File: src/rtl/game_score_timer.sv
// -----------------------------------------------------------------------------
// game_score_timer
//   Game-state source for the seven-segment display stage. It counts a game
//   down from GAME_SECONDS to 0 in one-second ticks and keeps a saturating
//   score. A single start/pause button steps the game through its states, and
//   a hit input adds to the score.
//
// Ports
//   clk            in   1   system clock (100 MHz nominal)
//   reset          in   1   asynchronous, active-high reset
//   start          in   1   debounced level; rising edge = start/pause/restart
//   hit            in   1   debounced level; rising edge = +1 score while running
//   display_number out  16  remaining seconds, binary, 0..GAME_SECONDS
//   display_score  out  3   current score, saturates at MAX_SCORE
//   running        out  1   high while the countdown is running
//   game_over      out  1   high once the countdown has reached zero
// -----------------------------------------------------------------------------
module game_score_timer #(
  parameter int unsigned TICK_CYCLES  = 100000000,
  parameter int unsigned GAME_SECONDS = 60,
  parameter int unsigned MAX_SCORE    = 7
) (
  input  logic        clk,
  input  logic        reset,
  input  logic        start,
  input  logic        hit,
  output logic [15:0] display_number,
  output logic [2:0]  display_score,
  output logic        running,
  output logic        game_over
);

  // Prescaler only needs to hold 0..TICK_CYCLES-1.
  localparam int unsigned PRE_W = (TICK_CYCLES > 1) ? $clog2(TICK_CYCLES) : 1;
  localparam logic [PRE_W-1:0] PRE_LAST  = PRE_W'(TICK_CYCLES - 1);
  localparam logic [15:0]      RELOAD    = 16'(GAME_SECONDS);
  localparam logic [2:0]       SCORE_MAX = 3'(MAX_SCORE);

  typedef enum logic [1:0] {
    S_IDLE  = 2'd0,
    S_RUN   = 2'd1,
    S_PAUSE = 2'd2,
    S_DONE  = 2'd3
  } state_t;

  state_t           r_state;
  logic [PRE_W-1:0] r_prescaler;
  logic [15:0]      r_number;
  logic [2:0]       r_score;
  logic             r_running;
  logic             r_game_over;
  logic             r_start_q;
  logic             r_hit_q;

  logic w_start_e;
  logic w_hit_e;
  logic w_tick;
  logic w_last_second;

  // Rising-edge detection against the previous sampled level.
  assign w_start_e     = start & ~r_start_q;
  assign w_hit_e       = hit & ~r_hit_q;
  assign w_tick        = (r_prescaler == PRE_LAST);
  assign w_last_second = (r_number <= 16'd1);

  // Game state machine; every output comes straight from a register.
  always_ff @(posedge clk or posedge reset) begin
    if (reset) begin
      r_state     <= S_IDLE;
      r_prescaler <= '0;
      r_number    <= RELOAD;
      r_score     <= '0;
      r_running   <= 1'b0;
      r_game_over <= 1'b0;
      r_start_q   <= 1'b0;
      r_hit_q     <= 1'b0;
    end else begin
      r_start_q <= start;
      r_hit_q   <= hit;

      case (r_state)
        // Starting from idle and restarting after game over share one reload.
        S_IDLE, S_DONE: begin
          if (w_start_e) begin
            r_state     <= S_RUN;
            r_prescaler <= '0;
            r_number    <= RELOAD;
            r_score     <= '0;
            r_running   <= 1'b1;
            r_game_over <= 1'b0;
          end
        end

        S_RUN: begin
          // A hit on the final-tick cycle still counts.
          if (w_hit_e && (r_score < SCORE_MAX)) begin
            r_score <= r_score + 3'd1;
          end

          if (w_tick) begin
            r_prescaler <= '0;
            if (r_number != 16'd0) begin
              r_number <= r_number - 16'd1;
            end
            // The expiring tick takes priority over a pause request.
            if (w_last_second) begin
              r_state     <= S_DONE;
              r_running   <= 1'b0;
              r_game_over <= 1'b1;
            end else if (w_start_e) begin
              r_state   <= S_PAUSE;
              r_running <= 1'b0;
            end
          end else if (w_start_e) begin
            // Prescaler holds so the partial second resumes where it left off.
            r_state   <= S_PAUSE;
            r_running <= 1'b0;
          end else begin
            r_prescaler <= r_prescaler + PRE_W'(1);
          end
        end

        S_PAUSE: begin
          if (w_start_e) begin
            r_state   <= S_RUN;
            r_running <= 1'b1;
          end
        end

        default: begin
          r_state     <= S_IDLE;
          r_running   <= 1'b0;
          r_game_over <= 1'b0;
        end
      endcase
    end
  end

  assign display_number = r_number;
  assign display_score  = r_score;
  assign running        = r_running;
  assign game_over      = r_game_over;

endmodule

File: config.mk
export PLATFORM = sky130hd
export DESIGN_NAME = game_score_timer
export DESIGN_NICKNAME = d
export VERILOG_FILES = /design/src/rtl/game_score_timer.sv
export SDC_FILE = /design/constraint.sdc
export NUM_CORES = 1
export LEC_CHECK = 0
export BUFFER_PORTS_ARGS = -buffer_cell sky130_fd_sc_hd__buf_2
export CELL_PAD_IN_SITES_DETAIL_PLACEMENT = 0
export CELL_PAD_IN_SITES_GLOBAL_PLACEMENT = 1
export CORE_MARGIN = 3
export CORE_UTILIZATION = 34
export DETAILED_ROUTE_END_ITERATION = 6
export HOLD_SLACK_MARGIN = 0.12
export PLACE_DENSITY = 0.67
export REMOVE_ABC_BUFFERS = 1
export SLEW_MARGIN = 0
export SYNTH_ARGS = -nofsm -noshare
export SYNTH_HDL_FRONTEND = slang
export SYNTH_SLANG_ARGS = --single-unit
File: constraint.sdc
create_clock -name clk -period 5.02 [get_ports clk]
set_input_delay 0 -clock clk [delete_from_list [all_inputs] [get_ports clk]]
set_output_delay 0 -clock clk [all_outputs]
set_load 0.05 [all_outputs]
==> flow_summary.toml <==
[logic_synthesis]
synth_mux_area_frac = 0.0129
synth_xor_area_frac = 0.0422
synth_edf_count = 0
ys_seq_elements = 52
yosys.area_share.simple = 0.324
synthTopCellsByCount = "dfrtp_1, nor2_1, nand2_1"
synth_cell_types = 55
synth_top_family_by_area = "simple AND/OR/NAND/NOR gates"
yosys_warnings = 0
ys.flop_type = "dfrtp_1"
synth_compound_area_frac = 0.144
synthCells = 349
async_flop_share = 1.00
synth.avg_cell_area_um2 = 8.91
ys_seq_area_frac = 0.420
synth_top_area_share = 0.386
syn-cell-area_um2 = 3110
synth_most_common_cell = "dfrtp_1"
synth_top_area_cell = "dfrtp_1"
synthAdderAreaFrac = 0.0241
synth_area_leaders = "dfrtp_1, nor2_1, nand4_1"

[global_routing]
grt_pass1_wl_um = 13900
grt_usage = 0.167
grt_max_degree = 53
grt-ovfl-total = 0
grt_pass1_vias = 2663
antenna_found_initial = 0

[cts]
cts_sinks = 52
cts-buffers-inserted = 5
clkSlewWorstSetupHoldPaths_ps = 100
clk_path_buf_depth = 2
htree_levels = 2
post-cts-setup-buffer-count = 0
clock_latency_ps = 310
root_buffer = "clkbuf_8"
cts_tree = "built"

[setup_path]
crit_required_ps = 5260
path_delay_family = "compound AO/OA/AOI/OAI gates"
slowest_stage = "a2111oi_1"
critPathKind = "reg2reg"
r2r-start = "r_state[1]"
end_kind = "flop"
rrSetupSlack_ps = 1990
critical-path-max-stage-delay_ps = 1060
critPathArrivalTime_ps = 3260
path_cells = "inv_1 > ha_1 > nand2b_1 > a2111oi_1 > nand4_1 > or3_1 > a21oi_1"
critPathLaunchType = "flop"
r2r_end = "r_prescaler[25]"
critPathBufInv = 1
reg2regPathDepth = 7
crit_fanout = 18

[sta]
post-route-period-util = 0.603
finalSetupTns_ps = 0
rsz0062_at_grt = "false"
relSlewSlack = 0.235
layout_min_cycle_time_ps = 3030
hold_violations = 0
tightest_slew_ps = 1150
finalSetupViolCount = 0
clock.fmax_mhz = 331
skew_ps = 9.76
final-max-slew-violation-count = 0

[detailed_routing]
drt_wl_total_um = 8260
firstDrtPassIters = 4
vias = 2755
drt-initial-drc-count = 127
ant_nets = 0
drc = 0
wire_per_inst_um = 17.1
viasPerCell = 5.72

[final_layout]
multi_input_area_um2 = 1700
diodes = 0
areaGrowthSynthToFinish_pct = 11.7
final_layout_size_suffix_gt1_frac = 0.134
final-seq-area_um2 = 1310
fillCellCount = 902
fin_nets = 383

[hold_path]
worst_hold_path.endpoint = "r_hit_q"
worstHoldStart = "hit"
hp-class = "in2reg"
whs_path_depth = 2

[floorplanning]
die_area_um2 = 10300
start_util = 0.353
coreArea_um2 = 8810
die_w_um = 102
die-height_um = 102
num_io_pins = 25
rows = 34

[placed_design]
dp_hpwl_um = 5730
gp_congestion = 0.793
io_buffers = 24

[power]
report.power.total_mw = 1.41
power_density_nw_per_um2 = 405
ir_worst_vdd_uv = 146
power.leakage_nw = 1.38

[run]
cap_viol_max_count = 0

[status]
status = "finished clean"
metrics by stage:
step           utilization  instance area (µm²)  hold slack (ps)  instances  setup WS, ps
3_3_place_gp         0.378                 3320              125        471          2030
4_1_cts              0.395                 3480              331        482          1950
2_1_floorplan            -                 3050             31.4        337          2420
5_1_grt              0.395                 3480              341        482          1630
3_5_place_dp         0.378                 3320              128        471          1980
6_report             0.395                 3480              338        482          1990
cell usage in the layout (no fill, tap or decap), drive strengths merged, types with 11 or more instances in the layout:
master	instances
nor2	39
nor3	15
nor4	11
buf	26
nand4	17
a21oi	18
dfrtp	48
inv	12
nand3	20
nand2	27
o21ai	19
sequential cells by signal (all words and copies together) (netlist names):
name            cells
r_prescaler        27
display_number     16
display_score       3
r_state             2
game_over           1
r_hit_q             1
r_start_q           1
running             1
kinds of logic after synthesis:
kind of cell / after synthesis
AND/OR/NAND/NOR: 180
AO/OA/AOI/OAI: 68
flip-flops: 52
buffers and inverters: 24
XOR/XNOR: 15
adder cells (fa/ha/maj): 6
multiplexers: 4
report_power, final:
| group | internal [mW] | total [mW] | switching, mW |
|---|---|---|---|
| clock | 0.163 | 0.314 | 0.151 |
| combinational | 0.133 | 0.552 | 0.419 |
| sequential | 0.473 | 0.540 | 0.0673 |
| total | 0.769 | 1.41 | 0.637 |
per-layer routing:
metal,wire length (µm),part of all wire,global-route usage
met3,242,0.029,0.0227
met5,0,0,0
met1,4100,0.50,0.233
met2,3860,0.47,0.278
met4,45,0.0055,0.0307
worst max-delay path by stage:
stage / from / end / cells past startpoint
floorplan: display_number[11] / display_number[0] / 5
global placement: r_state[1] / r_prescaler[11] / 7
detailed placement: r_state[1] / r_prescaler[11] / 7
CTS: r_state[1] / r_prescaler[25] / 7
global route: r_state[1] / r_prescaler[25] / 7
finish: r_state[1] / r_prescaler[25] / 7
area by class of cell:
class / instances / share of cell area
Tap cell: 108 / 0.0389
Sequential cell: 52 / 0.376
Timing Repair Buffer: 29 / 0.0475
Multi-Input combinational cell: 273 / 0.490
Clock inverter: 2 / 0.0112
Inverter: 12 / 0.0130
Clock buffer: 6 / 0.0238
what timing repair did:
item	CTS	global route
endpoints found under the hold margin	50	0
endpoints found under the setup margin	0	0
gates resized for setup	0	0
hold buffers	3	0
Power figures use the tool's default switching activity.
